## config.mk

```make
export PLATFORM = sky130hd
export DESIGN_NAME = div_seq_ctrl
export DESIGN_NICKNAME = d
export VERILOG_FILES = /design/src/rtl/divctl_pkg.sv /design/src/rtl/div_watchdog.sv /design/src/rtl/div_seq_ctrl.sv
export SDC_FILE = /design/constraint.sdc
export NUM_CORES = 1
export LEC_CHECK = 0
export ABC_AREA = 1
export CORE_MARGIN = 4
export CORE_UTILIZATION = 45
export DETAILED_ROUTE_END_ITERATION = 10
export GPL_TIMING_DRIVEN = 0
export PLACE_DENSITY_LB_ADDON = 0.12
export RECOVER_POWER = 50
export SYNTH_ARGS = -nofsm -noshare
export SYNTH_HDL_FRONTEND = slang
export SYNTH_SLANG_ARGS = --single-unit
```

## constraint.sdc

```tcl
create_clock -name clk -period 2.3 [get_ports clk]
set_input_delay 0.23 -clock clk [delete_from_list [all_inputs] [get_ports clk]]
set_output_delay 0.23 -clock clk [all_outputs]
set_load 0.005 [all_outputs]
```

## src/rtl/divctl_pkg.sv

```systemverilog
// Shared types for the keypad divider sequencing controller.
// DIVCTL_REM_EN widens the state encoding to make room for the remainder conversion states.
package divctl_pkg;

    localparam int DIVCTL_TIMEOUT_DEF = 64;

`ifdef DIVCTL_REM_EN
    typedef enum logic [3:0] {
        ENT_A      = 4'd0,
        ENT_B      = 4'd1,
        DIV_GO     = 4'd2,
        DIV_WAIT   = 4'd3,
        BCD_GO     = 4'd4,
        BCD_WAIT   = 4'd5,
        SHOW       = 4'd6,
        ERR        = 4'd7,
        BCD_GO_R   = 4'd8,
        BCD_WAIT_R = 4'd9
    } divctl_st_t;
`else
    typedef enum logic [2:0] {
        ENT_A    = 3'd0,
        ENT_B    = 3'd1,
        DIV_GO   = 3'd2,
        DIV_WAIT = 3'd3,
        BCD_GO   = 3'd4,
        BCD_WAIT = 3'd5,
        SHOW     = 3'd6,
        ERR      = 3'd7
    } divctl_st_t;
`endif

    // Bit 0 and bit 1 map straight onto err_div0 / err_tmo.
    typedef enum logic [1:0] {
        DERR_NONE = 2'b00,
        DERR_DIV0 = 2'b01,
        DERR_TMO  = 2'b10
    } divctl_err_t;

endpackage

```

## src/rtl/div_watchdog.sv

```systemverilog
// Divider watchdog: cycle counter with synchronous clear and count enable.
// expire fires on the enabled cycle whose increment steps the count onto TIMEOUT_CYC-1.
module div_watchdog #(
    parameter int TIMEOUT_CYC = 64
) (
    input  logic clk,
    input  logic rst,
    input  logic clr,
    input  logic en,
    output logic expire
);

    localparam int CW = $clog2(TIMEOUT_CYC);

    logic [CW-1:0] cnt_q, cnt_d;

    always_comb begin
        cnt_d = cnt_q;
        if (clr) begin
            cnt_d = '0;
        end else if (en) begin
            cnt_d = cnt_q + CW'(1);
        end
    end

    always_ff @(posedge clk) begin
        if (!rst) begin
            cnt_q <= '0;
        end else begin
            cnt_q <= cnt_d;
        end
    end

    assign expire = en && !clr && (cnt_q == CW'(TIMEOUT_CYC - 2));

endmodule

```

## src/rtl/div_seq_ctrl.sv

```systemverilog
// Keypad divider sequencer: operand entry, divider handshake with watchdog, BCD conversion, result latch.
// Define DIVCTL_REM_EN to also convert the remainder and expose it on disp_r.
module div_seq_ctrl
    import divctl_pkg::*;
#(
    parameter int W           = 8,
    parameter int NDIG        = 2,
    parameter int TIMEOUT_CYC = DIVCTL_TIMEOUT_DEF
) (
    input  logic         clk,
    input  logic         rst,
    input  logic         key_valid,
    input  logic [3:0]   key_code,
    input  logic         clr,
    output logic         div_start,
    output logic [W-1:0] div_a,
    output logic [W-1:0] div_b,
    input  logic         div_done,
    input  logic [W-1:0] div_q,
    input  logic [W-1:0] div_r,
    output logic         bcd_start,
    output logic [W-1:0] bcd_bin,
    input  logic         bcd_done,
    input  logic [15:0]  bcd_in,
    output logic [15:0]  disp_q,
    output logic         res_valid,
    output logic [W-1:0] res_q,
    output logic [W-1:0] res_r,
    output logic         err_div0,
    output logic         err_tmo,
`ifdef DIVCTL_REM_EN
    output logic [15:0]  disp_r,
`endif
    output logic [2:0]   state_dbg
);

    localparam int CNT_W = $clog2(NDIG + 1);

    divctl_st_t    st_q, st_d;
    divctl_err_t   err_q, err_d;
    logic [W-1:0]  op_a_q, op_a_d, op_b_q, op_b_d;
    logic [W-1:0]  res_q_q, res_q_d, res_r_q, res_r_d, bcd_bin_q, bcd_bin_d;
    logic [CNT_W-1:0] nib_cnt_q, nib_cnt_d;
    logic [15:0]   disp_q_q, disp_q_d;
    logic          div_start_q, div_start_d, bcd_start_q, bcd_start_d;
    logic          res_valid_q, res_valid_d;
`ifdef DIVCTL_REM_EN
    logic [15:0]   disp_r_q, disp_r_d;
`endif

    logic          wd_clr, wd_en, wd_expire;
    logic [W-1:0]  key_a, key_b;
    logic          nib_last;

    div_watchdog #(.TIMEOUT_CYC(TIMEOUT_CYC)) u_wd (
        .clk    (clk),
        .rst    (rst),
        .clr    (wd_clr),
        .en     (wd_en),
        .expire (wd_expire)
    );

    assign key_a    = {op_a_q[W-5:0], key_code};
    assign key_b    = {op_b_q[W-5:0], key_code};
    assign nib_last = (nib_cnt_q == CNT_W'(NDIG - 1));

    always_comb begin
        st_d        = st_q;
        err_d       = err_q;
        op_a_d      = op_a_q;
        op_b_d      = op_b_q;
        nib_cnt_d   = nib_cnt_q;
        res_q_d     = res_q_q;
        res_r_d     = res_r_q;
        bcd_bin_d   = bcd_bin_q;
        disp_q_d    = disp_q_q;
        res_valid_d = res_valid_q;
`ifdef DIVCTL_REM_EN
        disp_r_d    = disp_r_q;
`endif
        wd_clr      = 1'b0;
        wd_en       = 1'b0;

        unique case (st_q)
            ENT_A: if (key_valid) begin
                op_a_d = key_a;
                if (nib_last) begin
                    nib_cnt_d = '0;
                    st_d      = ENT_B;
                end else begin
                    nib_cnt_d = nib_cnt_q + CNT_W'(1);
                end
            end
            ENT_B: if (key_valid) begin
                op_b_d = key_b;
                if (nib_last) begin
                    nib_cnt_d = '0;
                    if (key_b == '0) begin
                        st_d  = ERR;
                        err_d = DERR_DIV0;
                    end else begin
                        st_d  = DIV_GO;
                    end
                end else begin
                    nib_cnt_d = nib_cnt_q + CNT_W'(1);
                end
            end
            DIV_GO: begin
                wd_clr = 1'b1;
                st_d   = DIV_WAIT;
            end
            DIV_WAIT: begin
                wd_en = 1'b1;
                // A done arriving on the expiry cycle still counts as success.
                if (div_done) begin
                    res_q_d   = div_q;
                    res_r_d   = div_r;
                    bcd_bin_d = div_q;
                    st_d      = BCD_GO;
                end else if (wd_expire) begin
                    err_d = DERR_TMO;
                    st_d  = ERR;
                end
            end
            BCD_GO: st_d = BCD_WAIT;
            BCD_WAIT: if (bcd_done) begin
                disp_q_d = bcd_in;
`ifdef DIVCTL_REM_EN
                bcd_bin_d = res_r_q;
                st_d      = BCD_GO_R;
`else
                res_valid_d = 1'b1;
                st_d        = SHOW;
`endif
            end
`ifdef DIVCTL_REM_EN
            BCD_GO_R: st_d = BCD_WAIT_R;
            BCD_WAIT_R: if (bcd_done) begin
                disp_r_d    = bcd_in;
                res_valid_d = 1'b1;
                st_d        = SHOW;
            end
`endif
            SHOW, ERR: if (key_valid) begin
                res_valid_d = 1'b0;
                err_d       = DERR_NONE;
                op_a_d      = {{(W-4){1'b0}}, key_code};
                op_b_d      = '0;
                nib_cnt_d   = CNT_W'(1);
                st_d        = ENT_A;
            end
            default: st_d = ENT_A;
        endcase

        if (clr) begin
            st_d        = ENT_A;
            err_d       = DERR_NONE;
            op_a_d      = '0;
            op_b_d      = '0;
            nib_cnt_d   = '0;
            res_q_d     = '0;
            res_r_d     = '0;
            bcd_bin_d   = '0;
            disp_q_d    = '0;
            res_valid_d = 1'b0;
`ifdef DIVCTL_REM_EN
            disp_r_d    = '0;
`endif
        end

        // Start strobes are registered so they are high exactly while in the GO states.
        div_start_d = (st_d == DIV_GO);
`ifdef DIVCTL_REM_EN
        bcd_start_d = (st_d == BCD_GO) || (st_d == BCD_GO_R);
`else
        bcd_start_d = (st_d == BCD_GO);
`endif
    end

    always_ff @(posedge clk) begin
        if (!rst) begin
            st_q        <= ENT_A;
            err_q       <= DERR_NONE;
            op_a_q      <= '0;
            op_b_q      <= '0;
            nib_cnt_q   <= '0;
            res_q_q     <= '0;
            res_r_q     <= '0;
            bcd_bin_q   <= '0;
            disp_q_q    <= '0;
            res_valid_q <= 1'b0;
            div_start_q <= 1'b0;
            bcd_start_q <= 1'b0;
`ifdef DIVCTL_REM_EN
            disp_r_q    <= '0;
`endif
        end else begin
            st_q        <= st_d;
            err_q       <= err_d;
            op_a_q      <= op_a_d;
            op_b_q      <= op_b_d;
            nib_cnt_q   <= nib_cnt_d;
            res_q_q     <= res_q_d;
            res_r_q     <= res_r_d;
            bcd_bin_q   <= bcd_bin_d;
            disp_q_q    <= disp_q_d;
            res_valid_q <= res_valid_d;
            div_start_q <= div_start_d;
            bcd_start_q <= bcd_start_d;
`ifdef DIVCTL_REM_EN
            disp_r_q    <= disp_r_d;
`endif
        end
    end

    assign div_start = div_start_q;
    assign div_a     = op_a_q;
    assign div_b     = op_b_q;
    assign bcd_start = bcd_start_q;
    assign bcd_bin   = bcd_bin_q;
    assign disp_q    = disp_q_q;
    assign res_valid = res_valid_q;
    assign res_q     = res_q_q;
    assign res_r     = res_r_q;
    assign err_div0  = err_q[0];
    assign err_tmo   = err_q[1];
`ifdef DIVCTL_REM_EN
    assign disp_r    = disp_r_q;
    assign state_dbg = st_q[2:0];
`else
    assign state_dbg = st_q;
`endif

endmodule

```

==> reports/results.tsv <==
metric	value	unit
Max-slew headroom	57.8	%
Root Buffer	clkbuf_8	
Yosys warnings	0	
clk slew on worst S/H paths	70	ps
layout cells sized above 1	10.3	%
TritonCTS Buffers	9	
Non-Filler Instances	549	
switching share of power	22.0	%
outcome	completed	
clock network power share	42.5	%
syn_nets	401	
PortBufs	104	
number of synthesized flops with an enable pin	0	
slew at the pin closest to its max-slew limit	633	ps
CP startpoint kind	input pin	
CTS Buffer Depth	2	
Internal Power	1.71	mW
largest net degree at the start of global routing	11	
critical path required time	2550	ps
Netlist Area Pre-Place	0.00280	sq mm
Setup Skew	5.92	ps
grt total ovfl	0	
Sum Neg Setup Slack	0	ps
Reg2Reg Depth	7	
Post-synth ARST share	0	%
main flop type after synthesis	dfxtp_1	
Pwr per Cell Area	535	mW/mm^2
1st-iter DRT viols	138	
P&R area growth vs syn	45.6	%
I/O pins	106	
diode count	0	
drt wl/cell	13.2	microns
critical path peak fanout	10	
Die Area	0.00756	sq mm
Core Region	0.00599	sq mm
Hold Path Cell Cnt	3	
Seq pwr share	51.1	%
Leakage	1.54	nW
row cnt	28	
Hold Fails Final Rpt	0	
cts hold-fix bufs	0	
Final Worst Setup Slack	516	ps
class of the tightest hold or removal check	in2reg	
RePlAce Congestion	0.888	
post-detail-place hpwl	5480	microns
Detail Route Antenna Nets	0	
RSZ-0062 raised after global routing	no	
Net count, final	516	
Max-Cap Viols	0	
worst vdd ir	0.463	mV
placed insts	536	
post-CTS setup buffers	0	
H-tree depth reported by CTS	3	
via count	2657	
fin. max-slew vios	0	
initial antenna violation count	0	
Die Span Y	86.9	microns
Mapped Cells	357	
Arr. time, crit path	2040	ps
TritonCTS clock tree	built	
CP Cell Sequence	clkdlybuf4s50_1, inv_1, nor2_1, inv_2, clkbuf_1, a21oi_1	
Starting Density	46.8	%
slowest stage delay, CP	510	ps
Seq/Total Area, Yosys	45.7	%
drt pass-1 iters	5	
first-pass GRT wire length	12000	microns
combinational power share	6.4	%
clk sinks	64	
hold_sp	div_done	
setup violators final	0	
Endpoint, Worst Hold	res_r[3]$_SDFFE_PP0P_	
post-synth cell types	37	
Power Total	2.19	mW
average size of a mapped cell	7.85	sq um
DRC viols	0	
switching pwr	0.481	mW
Overall Global Routing Usage	20.4	%
r2r setup slk	580	ps
Worst setup EP type	register	
vias per cell	4.84	
reg2reg end	div_a[5]$_SDFFE_PP0P_	
post_cts resized	0	
Tcrit/Tclk final	77.5	%
vias in the first global route	2604	
Crit Path Class	in2reg	
slowest cell on the critical path	clkdlybuf4s50_1	
WL final	7230	microns
Die Wd	86.9	microns
RR Startpoint	state_dbg[0]$_SDFF_PN0_	
fin crit period	1780	ps
Yosys reg bits	64	
clk_lat worst skew	340	ps
Hold Worst Slack	240	ps
fill count	492	
f_max	0.561	GHz
dpl ws	468	ps
[cell usage after synthesis (2+ instances only)]
cell	number	area, sq um
inv_2	5	18.8
ha_1	2	25.0
nor2_4	3	33.8
nand3_1	38	190
o21ai_1	2	10.0
nand3_2	2	20.0
dfxtp_1	64	1280
nand4_4	2	42.5
inv_1	20	75.1
nor2_1	30	113
o21ai_0	7	35.0
nand2_1	86	323
a21oi_1	51	255
buf_2	2	10.0
clkbuf_1	4	15.0
nor2_2	3	18.8
nand4_1	2	12.5
buf_6	5	56.3
nand2_2	2	12.5
buf_4	10	75.1
[cell usage in the layout (no fill, tap or decap), types with 2 or more instances in the layout]
master	count
dlygate4sd3_1	28
nand3_1	38
clkbuf_1	6
clkinvlp_4	2
buf_4	10
a21oi_1	52
nor2_1	32
nand4_4	2
nand3_2	2
clkbuf_8	10
buf_6	4
nand2_2	2
ha_1	2
nand4_1	2
inv_2	4
o21ai_1	2
buf_2	2
o21ai_0	7
dfxtp_1	64
clkdlybuf4s50_1	76
nor2_2	3
nand2_1	86
inv_1	21
[critical path, delay by kind of cell]
kind                   cells  cell delay, ps
and+or+nand+nor            1             450
buffers and inverters      4            1120
AOI/OAI and AO/OA          1             230
[worst max path at each step]
stage	slack, ps	startpoint	to
floorplan	1060	state_dbg[1]$_SDFF_PN0_	div_b[1]$_SDFFE_PP0P_
global placement	510	rst	div_b[6]$_SDFFE_PP0P_
detailed placement	470	rst	div_a[5]$_SDFFE_PP0P_
CTS	750	bcd_bin[7]$_SDFFE_PP0P_	res_q[7]
global route	390	rst	div_a[5]$_SDFFE_PP0P_
finish	520	rst	div_a[5]$_SDFFE_PP0P_
[power groups by stage]
stage | registers, mW | clock network (mW) | logic, mW
after floorplan | 1.14 | 0 | 0.0468
after global placement | 1.14 | 0 | 0.143
after detailed placement | 1.14 | 0 | 0.145
after CTS | 1.12 | 0.947 | 0.146
after global routing | 1.12 | 1.01 | 0.154
final | 1.12 | 0.928 | 0.141
[area by class of cell]
type	instances	area (sq um)	share of cell area, %
plain buffers	23	173	4.23
inverters	27	109	2.67
clock inverters	3	45.0	1.10
well taps	75	93.8	2.30
repair buffers	104	1040	25.5
flip-flops and latches	64	1280	31.4
clock buffers	10	138	3.37
multi-input cells	243	1200	29.5
[sequential cells by signal, summed over array words and instances (netlist names)]
register / flops
div_b: 8
bcd_start: 1
state_dbg: 3
res_r: 8
bcd_bin: 8
u_wd.cnt_q: 6
div_a: 8
div_start: 1
err_q: 2
disp_q: 16
nib_cnt_q: 2
res_valid: 1
[logic make-up (layout without fill, tap and decap cells)]
family / after synthesis / in the layout / share of synthesized area [%]
DFF: 64 / 64 / 45.7
and+or+nand+nor: 175 / 175 / 30.3
xor gates and xnor gates: 1 / 1 / 0.312
AOI/OAI and AO/OA: 65 / 65 / 12.5
adders and majority gates: 2 / 2 / 0.892
buffers and inverters: 50 / 167 / 10.3
[layer usage]
metal  wire length [microns]  part of all wire (%)  up-vias  track usage [%]
li1                        -                     -     1379                -
met1                    3070                    42     1197             25.4
met2                    3480                    48       71             31.9
met3                     573                   7.9       10             8.23
met4                     109                   1.5        0             6.80
met5                       0                     0        -                0
[per-stage QoR]
| stage | util (%) | area, sq um |
|---|---|---|
| floorplan | - | 2800 |
| global placement | 65.7 | 3940 |
| detailed placement | 65.7 | 3940 |
| CTS | 68.8 | 4120 |
| global route | 68.1 | 4080 |
| finish | 68.1 | 4080 |
No activity file was read; power rests on OpenSTA's default activity.
